<file path="config.mk">
export PLATFORM = sky130hd
export DESIGN_NAME = seg7_display_rx
export DESIGN_NICKNAME = d
export VERILOG_FILES = /design/src/rtl/seg7_pkg.sv /design/src/rtl/seg7_glyph_decode.sv /design/src/rtl/seg7_display_rx.sv
export SDC_FILE = /design/constraint.sdc
export NUM_CORES = 1
export LEC_CHECK = 0
export CORE_ASPECT_RATIO = 1.4
export CORE_MARGIN = 4
export CORE_UTILIZATION = 35
export CTS_CLUSTER_SIZE = 25
export DETAILED_ROUTE_END_ITERATION = 6
export SLEW_MARGIN = 25
export SYNTH_ARGS = -nofsm -noshare
export SYNTH_HDL_FRONTEND = slang
export SYNTH_SLANG_ARGS = --single-unit
</file>
<file path="constraint.sdc">
create_clock -name clk -period 4 [get_ports clk]
set_input_delay 1 -clock clk [delete_from_list [all_inputs] [get_ports clk]]
set_output_delay 1 -clock clk [all_outputs]
set_load 0.01 [all_outputs]
</file>
<file path="src/rtl/seg7_pkg.sv">
// Shared constants and helpers for the 7-segment receive path.
// Glyphs are gfedcba with bit0 = segment a.
package seg7_pkg;

    localparam logic [6:0] SEG_0     = 7'h3F;
    localparam logic [6:0] SEG_1     = 7'h06;
    localparam logic [6:0] SEG_2     = 7'h5B;
    localparam logic [6:0] SEG_3     = 7'h4F;
    localparam logic [6:0] SEG_4     = 7'h66;
    localparam logic [6:0] SEG_5     = 7'h6D;
    localparam logic [6:0] SEG_6     = 7'h7D;
    localparam logic [6:0] SEG_7     = 7'h07;
    localparam logic [6:0] SEG_8     = 7'h7F;
    localparam logic [6:0] SEG_9     = 7'h6F;
    localparam logic [6:0] SEG_A     = 7'h77;
    localparam logic [6:0] SEG_B     = 7'h7C;
    localparam logic [6:0] SEG_C     = 7'h39;
    localparam logic [6:0] SEG_D     = 7'h5E;
    localparam logic [6:0] SEG_E     = 7'h79;
    localparam logic [6:0] SEG_F     = 7'h71;
    localparam logic [6:0] SEG_BLANK = 7'h00;

    typedef struct packed {
        logic       hit;
        logic       blank;
        logic [3:0] value;
    } glyph_dec_t;

    // Digit selects are padded to 8 bits so one helper serves every NDIG.
    function automatic logic is_onehot(input logic [7:0] v);
        return (v != 8'd0) && ((v & (v - 8'd1)) == 8'd0);
    endfunction

    function automatic logic [2:0] onehot_to_idx(input logic [7:0] v);
        logic [2:0] idx;
        idx = 3'd0;
        for (int i = 0; i < 8; i++) begin
            if (v[i]) begin
                idx = idx | 3'(i);
            end
        end
        return idx;
    endfunction

endpackage

</file>
<file path="src/rtl/seg7_glyph_decode.sv">
// Purpose: map a 7-segment pattern back to its hex value, flagging blank and unknown glyphs.
// Latency: combinational, zero cycles.
// Backpressure: none; pure function of the pattern.
module seg7_glyph_decode
    import seg7_pkg::*;
(
    input  logic [6:0] pattern,
    output logic       hit,
    output logic       blank,
    output logic [3:0] value
);

    glyph_dec_t dec;

    always_comb begin
        dec = '0;
        dec.hit = 1'b1;
        case (pattern)
            SEG_0:     dec.value = 4'h0;
            SEG_1:     dec.value = 4'h1;
            SEG_2:     dec.value = 4'h2;
            SEG_3:     dec.value = 4'h3;
            SEG_4:     dec.value = 4'h4;
            SEG_5:     dec.value = 4'h5;
            SEG_6:     dec.value = 4'h6;
            SEG_7:     dec.value = 4'h7;
            SEG_8:     dec.value = 4'h8;
            SEG_9:     dec.value = 4'h9;
            SEG_A:     dec.value = 4'hA;
            SEG_B:     dec.value = 4'hB;
            SEG_C:     dec.value = 4'hC;
            SEG_D:     dec.value = 4'hD;
            SEG_E:     dec.value = 4'hE;
            SEG_F:     dec.value = 4'hF;
            SEG_BLANK: begin
                dec.hit   = 1'b0;
                dec.blank = 1'b1;
            end
            default:   dec.hit = 1'b0;
        endcase
    end

    assign hit   = dec.hit;
    assign blank = dec.blank;
    assign value = dec.value;

endmodule

</file>
<file path="src/rtl/seg7_display_rx.sv">
// Purpose: sample a multiplexed 7-segment bus, qualify by stability, decode into per-digit shadow registers.
// Latency: pattern sampled at edge 0 and held yields its update/err pulse after edge STABLE_CYCLES.
// Backpressure: none; the monitor always accepts, pulses are single-cycle and never back to back.
module seg7_display_rx
    import seg7_pkg::*;
#(
    parameter int NDIG          = 4,
    parameter int STABLE_CYCLES = 4,
    parameter int ACTIVE_LOW    = 0
) (
    input  logic                clk,
    input  logic                rst,
    input  logic [6:0]          seg_in,
    input  logic [NDIG-1:0]     dig_sel,
    output logic [4*NDIG-1:0]   digits,
    output logic [NDIG-1:0]     digit_valid,
    output logic                upd_valid,
    output logic [2:0]          upd_idx,
    output logic [3:0]          upd_val,
    output logic                upd_blank,
    output logic                err
);

    localparam int            SW      = NDIG + 7;
    localparam int            CW      = $clog2(STABLE_CYCLES);
    localparam logic [CW-1:0] CNT_MAX = CW'(STABLE_CYCLES - 1);

    logic [SW-1:0]   raw_smp;
    logic [SW-1:0]   sample_q;
    logic [SW-1:0]   held_q;
    logic [CW-1:0]   cnt_q;
    logic [CW-1:0]   cnt_nxt;
    logic            committed_q;
    logic            same;
    logic            commit;

    logic [NDIG-1:0] held_sel;
    logic [6:0]      held_seg;
    logic [7:0]      sel8;
    logic [2:0]      slot_idx;

    logic            dec_hit;
    logic            dec_blank;
    logic [3:0]      dec_value;

    logic [3:0]      slot_val_q [NDIG];
    logic [NDIG-1:0] slot_vld_q;
    logic [3:0]      cur_val;
    logic            cur_vld;
    logic            do_upd;
    logic            do_blank;
    logic            do_err;

    logic            upd_valid_q;
    logic            err_q;
    logic            upd_blank_q;
    logic [2:0]      upd_idx_q;
    logic [3:0]      upd_val_q;

    assign raw_smp  = (ACTIVE_LOW != 0) ? ~{dig_sel, seg_in} : {dig_sel, seg_in};
    assign same     = (sample_q == held_q);
    assign held_sel = held_q[SW-1:7];
    assign held_seg = held_q[6:0];

    always_comb begin
        cnt_nxt = '0;
        if (same) begin
            cnt_nxt = (cnt_q == CNT_MAX) ? cnt_q : cnt_q + CW'(1);
        end
    end

    always_comb begin
        sel8 = 8'd0;
        sel8[NDIG-1:0] = held_sel;
    end

    assign slot_idx = onehot_to_idx(sel8);

    seg7_glyph_decode u_decode (
        .pattern (held_seg),
        .hit     (dec_hit),
        .blank   (dec_blank),
        .value   (dec_value)
    );

    always_comb begin
        cur_val = 4'd0;
        cur_vld = 1'b0;
        for (int i = 0; i < NDIG; i++) begin
            if (held_sel[i]) begin
                cur_val = slot_val_q[i];
                cur_vld = slot_vld_q[i];
            end
        end
    end

    // The sample matching the held copy is the stable pattern being qualified.
    assign commit   = same && (cnt_nxt == CNT_MAX) && !committed_q && is_onehot(sel8);
    assign do_upd   = commit && dec_hit && (!cur_vld || (cur_val != dec_value));
    assign do_blank = commit && dec_blank && cur_vld;
    assign do_err   = commit && !dec_hit && !dec_blank;

    always_ff @(posedge clk) begin
        if (rst) begin
            sample_q    <= '0;
            held_q      <= '0;
            cnt_q       <= '0;
            committed_q <= 1'b0;
        end else begin
            sample_q <= raw_smp;
            held_q   <= sample_q;
            cnt_q    <= cnt_nxt;
            if (!same) begin
                committed_q <= 1'b0;
            end else if (commit) begin
                committed_q <= 1'b1;
            end
        end
    end

    always_ff @(posedge clk) begin
        if (rst) begin
            for (int i = 0; i < NDIG; i++) begin
                slot_val_q[i] <= 4'd0;
            end
            slot_vld_q  <= '0;
            upd_valid_q <= 1'b0;
            err_q       <= 1'b0;
            upd_blank_q <= 1'b0;
            upd_idx_q   <= 3'd0;
            upd_val_q   <= 4'd0;
        end else begin
            for (int i = 0; i < NDIG; i++) begin
                if (held_sel[i] && do_upd) begin
                    slot_val_q[i] <= dec_value;
                    slot_vld_q[i] <= 1'b1;
                end else if (held_sel[i] && do_blank) begin
                    slot_vld_q[i] <= 1'b0;
                end
            end
            upd_valid_q <= do_upd || do_blank;
            err_q       <= do_err;
            if (do_upd || do_blank || do_err) begin
                upd_idx_q <= slot_idx;
            end
            // On err only the index moves; value/blank keep describing the last update.
            if (do_upd || do_blank) begin
                upd_val_q   <= do_upd ? dec_value : 4'd0;
                upd_blank_q <= do_blank;
            end
        end
    end

    for (genvar g = 0; g < NDIG; g++) begin : g_digits
        assign digits[4*g +: 4] = slot_val_q[g];
    end

    assign digit_valid = slot_vld_q;
    assign upd_valid   = upd_valid_q;
    assign err         = err_q;
    assign upd_idx     = upd_idx_q;
    assign upd_val     = upd_val_q;
    assign upd_blank   = upd_blank_q;

endmodule
</file>
==> results.ini, run 1 <==
[status]
outcome=finished, final reports clean

[final_layout]
fin_area_sq_mm=0.00324
final_cells=403
layout.nets=318
diodes=0
final_common_cell=clkdlybuf4s50_1
fin_util_pct=43.7
layout-drive-gt1-share_pct=7.84
final_cell_mix=41 x clkdlybuf4s50_1, 38 x dfxtp_1, 26 x nor2b_1
syn2layout_area_growth_pct=20.9

[cts]
cts_hold_buf=0
cts_resized=0
worstSkewPairLatency_ns=0.30
cts_tree=built
cts_htree_levels=2
numClockSinks=54
cts_max_path_buffers=2
clkSlewWorstSetupHoldPaths_ns=0.10
cts_inserted_buffers=5
cts_root_buf=clkbuf_8
postCtsSetupBuffers=0

[grt]
grt.total_usage_pct=13.6
grt_pass1_vias=1911
grt_first_pass_wirelength_mm=9.78
grt_max_degree=29
grt-ovfl-total=0
antenna_found_initial=0

[routing]
wl_per_cell_um=14.4
drc=0
antenna_left=0
avgViaCountPerCell=5.08
firstDrtPassIters=4
drt_iter0_drc=150
vias=2049
drt-total-wl_mm=5.81

[worst_setup_path]
slowest_delay_ns=0.60
critPathMaxFanout=15
worst_path_max_delay_cell=dfxtp_1
critPathRequiredTime_ns=4.02
worstPathArrival_ns=3.35
crit_type=flip-flop to flip-flop
regToRegSetupSlack_ns=0.66
worstSetupStartpointType=flip-flop
crit_chain=or3b_1, a2111oi_4, a2111oi_4, and4b_4, a211oi_4, nor2_2, nor3_1, a21o_1
cp-startpoint=held_q[1]
crit_buf_inv=0
r2r-start=held_q[1]
path_common_cell=a2111oi_4
endpoint_kind=flip-flop
critical-path-top-delay-family=simple AND/OR/NAND/NOR gates

[pwr]
leakagePower_nw=1.13
peakVddDrop_mv=0.168
p_per_area_mw_per_mm2=309

[synth]
syn-num-nets=286
synth_xor_area_share_pct=4.25
yosysSeqAreaShare_pct=46.4
synth_adder_area_share_pct=0
synth_top_family_by_area=simple AND/OR/NAND/NOR gates
yosysUniqueCellTypes=57
synthFlopType=dfxtp_1
ys_async_sr_fraction_pct=0
synth_compound_area_share_pct=16.9
yosysWarnings=0
synthMuxAreaShare_pct=1.92
synthCells=273
synth_simple_gate_area_share_pct=25.9
synth_edf_count=16
syn_avg_cell_area_sq_um=9.81
ys_seq_elements=54
synth_area_sq_mm=0.00268

[timing]
rsz0062_at_grt=false
fin_crit_sh_pct=83.5
slew_headroom_pct=57.3
finalHoldViolations=0
min_period_ns=3.34
setup_viol=0
finalSetupTns_ns=0
maxSlewViolCount=0
max_freq_mhz=300
fin_skew_ns=0.00319
worst_pin_slew_ns=0.640

[die]
initial_core_util_pct=36.1
die_y_um=111
num_io_pins=43
row_count=37
core_sq_mm=0.00741
die_w_um=81.9
dieArea_sq_mm=0.00913

[place]
place_congestion=0.836
io_buffers=41
hpwl_mm=4.45
dpl_cell_area_sq_mm=0.00315
dpl.cell_count=395

[worst_hold_path]
holdCritStartpoint=upd_val[2]
min_path_type=flip-flop to flip-flop

[run]
maxCapViolations=0

-- cells by family (layout without fill, tap and decap cells) --
group,after synthesis,count (layout)
buf+inv,28,61
other cells,1,1
flops,54,54
simple gates,117,117
xor+xnor,13,13
compound gates,55,55
mux,5,5
-- final timing paths --
check | to | cells after the start
worst max-delay path | slot_val_q[2][2] | 8
worst max register to register | slot_val_q[2][2] | 8
worst min register to register | upd_val[2] | 2
worst min-delay path | upd_val[2] | 2
-- registers in the layout (all words and copies together) (netlist names) --
register,flops
upd_blank,1
committed_q,1
upd_idx,2
upd_val,4
slot_val_q,16
held_q,11
sample_q,11
upd_valid,1
cnt_q,2
err,1
digit_valid,4
-- area by class of cell --
cell class | count | area, sq um
Fill cell | 726 | 4170
Multi-Input combinational cell | 191 | 1320
Sequential cell | 54 | 1240
Timing Repair Buffer | 45 | 440
Tap cell | 97 | 121
Clock buffer | 5 | 68.8
Inverter | 8 | 30.0
Clock inverter | 3 | 18.8
-- layer usage --
layer  global-route usage [%]  vias up  wire length, um
met3                     2.10        5              308
met5                        0        -                0
met4                     4.32        0               93
li1                         -     1039                -
met1                     18.4      948             2470
met2                     22.0       57             2930
-- tightest hold or removal path, stage by stage (launching register included) --
cell and delay [ns]:
dfxtp_1 0.32, nand2_1 0.05, mux2i_1 0.06
-- Yosys cell counts, drive strengths merged (3+ instances only) --
master,instances,area share [%]
mux2i,4,1.5
or3,8,1.9
nand2,17,2.4
nor2b,26,6.1
o21ai,10,2.0
o22ai,4,0.93
nor4bb,3,1.1
nor4,5,1.2
nor3,21,4.3
nor2,10,1.5
nand2b,8,1.9
nand3b,3,0.84
a21oi,11,2.1
a22oi,4,1.1
dfxtp,38,28
buf,5,1.3
clkbuf,15,2.1
inv,8,1.1
nand3,3,0.56
edfxtp,16,18
a21o,4,1.1
xor2,13,4.3
-- stage by stage --
stage | total power [mW] | hold slack [ns] | setup WS, ns
6_report | 1.00 | 0.468 | 0.661
5_1_grt | 1.04 | 0.493 | 0.430
4_1_cts | 1.01 | 0.472 | 0.671
3_5_place_dp | 0.710 | 0.454 | 0.711
3_3_place_gp | 0.709 | 0.439 | 0.751
2_1_floorplan | 0.671 | 0.433 | 1.17
-- where the power goes --
group          total (mW)  internal, mW  switching, mW
logic              0.0956        0.0520         0.0436
registers           0.600         0.578         0.0221
clock network       0.305         0.123          0.182
total                1.00         0.753          0.248
Power figures use the tool's default switching activity.
==> inputs of run 2 (changes only) <==
==> constraint.sdc (replaced) <==
create_clock -name clk -period 2.7 [get_ports clk]
set_input_delay 0.675 -clock clk [delete_from_list [all_inputs] [get_ports clk]]
set_output_delay 0.675 -clock clk [all_outputs]
set_load 0.01 [all_outputs]
==> results.ini, run 2 (synthesized netlist as in run 1, its figures left out) <==
[status]
outcome=finished, final reports clean

[final_layout]
fin_area_sq_mm=0.00361
largest_registers=slot_val_q: 16 flops, held_q: 11 flops, sample_q: 11 flops
final_common_cell=clkdlybuf4s50_1
top_register=slot_val_q
diodes=0
layout.nets=344
syn2layout_area_growth_pct=34.7
largest_reg_flops=16
final_cell_mix=41 x clkdlybuf4s50_1, 35 x dfxtp_1, 26 x nor2b_1
layout-drive-gt1-share_pct=20.5
final_cells=429

[cts]
clkSlewWorstSetupHoldPaths_ns=0.11
cts_tree=built
worstSkewPairLatency_ns=0.31
cts_root_buf=clkbuf_8
cts_max_path_buffers=2
cts_htree_levels=2
cts_inserted_buffers=5
numClockSinks=54
cts_hold_buf=0

[place]
dpl.cell_count=421
hpwl_mm=4.84
place_congestion=0.792
post-place-ws_ns=-0.0278
io_buffers=41
dpl_cell_area_sq_mm=0.00338

[worst_setup_path]
endpoint_kind=flip-flop
path_common_cell=o21ai_4
worstPathArrival_ns=2.83
critPathRequiredTime_ns=2.90
crit_chain=buf_6, nand4bb_4, nor3_2, or2_2, or3_1, a211o_4, o21ai_4, o21ai_4, mux2_1
critPathMaxFanout=14
worstSetupStartpointType=flip-flop
crit_type=flip-flop to flip-flop
slowest_delay_ns=0.41
worst_path_max_delay_cell=or3_1
r2r_cells=9

[die]
dieArea_sq_mm=0.00913
num_io_pins=43
die_w_um=81.9
initial_core_util_pct=36.1
die_y_um=111
row_count=37
core_sq_mm=0.00741

[timing]
max_freq_mhz=381
fin_skew_ns=0.0133
finalHoldViolations=0
setup_viol=0
fin_crit_sh_pct=97.3
min_period_ns=2.63
maxSlewViolCount=0
timing.final.ws_setup_ns=0.0719

[pwr]
peakVddDrop_mv=0.286
leakagePower_nw=1.31
total_power_mw=1.55
p_per_area_mw_per_mm2=430

[routing]
firstDrtPassIters=4
avgViaCountPerCell=5.10
drt-total-wl_mm=6.47
vias=2188
antenna_left=0
wl_per_cell_um=15.1
drc=0
drt_iter0_drc=130

[worst_hold_path]
min_path_type=flip-flop to flip-flop
worst_hold_path.num_cells=2

[grt]
grt_max_degree=49
grt.total_usage_pct=14.8
antenna_found_initial=0
grt_first_pass_wirelength_mm=10.6
grt_pass1_vias=2176
grt-ovfl-total=0

[run]
maxCapViolations=0

run 2: final timing paths:
path | from | endpoint | slack (ns)
hold reg to reg | upd_val[3] | upd_val[3] | 0.46
setup reg to reg | held_q[1] | upd_idx[1] | 0.07
hold / removal | upd_val[3] | upd_val[3] | 0.46
setup / recovery | held_q[1] | upd_idx[1] | 0.07
run 2: what timing repair did:
| action | in CTS | in global routing |
|---|---|---|
| setup buffers | 0 | 0 |
| endpoints found under the setup margin | 19 | 30 |
| resized for setup | 1 | 25 |
| pin swaps | 0 | 11 |
run 2: final cells by class:
| class | count | area [sq um] |
|---|---|---|
| fill | 707 | 3800 |
| multi-input combinational | 191 | 1440 |
| sequential | 54 | 1240 |
| timing repair buffer | 71 | 672 |
| tap | 97 | 121 |
| clock buffer | 5 | 68.8 |
| inverter | 8 | 30.0 |
| clock inverter | 3 | 28.8 |
run 2: power breakdown:
part | leakage, nW | switching, mW | internal, mW
clock network | 0.0502 | 0.288 | 0.193
logic | 0.780 | 0.0913 | 0.0998
registers | 0.476 | 0.0217 | 0.857
total | 1.31 | 0.401 | 1.15
run 2: worst max-delay path: cells and delay by family, from the launching register on:
family	cells	cell delay [ns]
AND/OR/NAND/NOR	4	0.98
AO/OA/AOI/OAI	3	0.70
flip-flops	1	0.35
multiplexers	1	0.32
buffers and inverters	1	0.17
run 2: metrics by stage:
stage | hold slack, ns | util (%) | TNS (ns)
2_1_floorplan | 0.433 | - | 0
3_3_place_gp | 0.439 | 45.6 | 0
3_5_place_dp | 0.448 | 45.6 | -0.195
4_1_cts | 0.464 | 46.9 | -0.523
5_1_grt | 0.491 | 48.7 | -0.124
6_report | 0.458 | 48.7 | 0
run 2: routing by layer:
metal,vias up,wire [um],GRT usage (%)
met2,49,3250,24.9
met1,1036,2890,19.5
met4,0,98,3.99
met3,8,224,1.86
li1,1095,-,-
met5,-,0,0
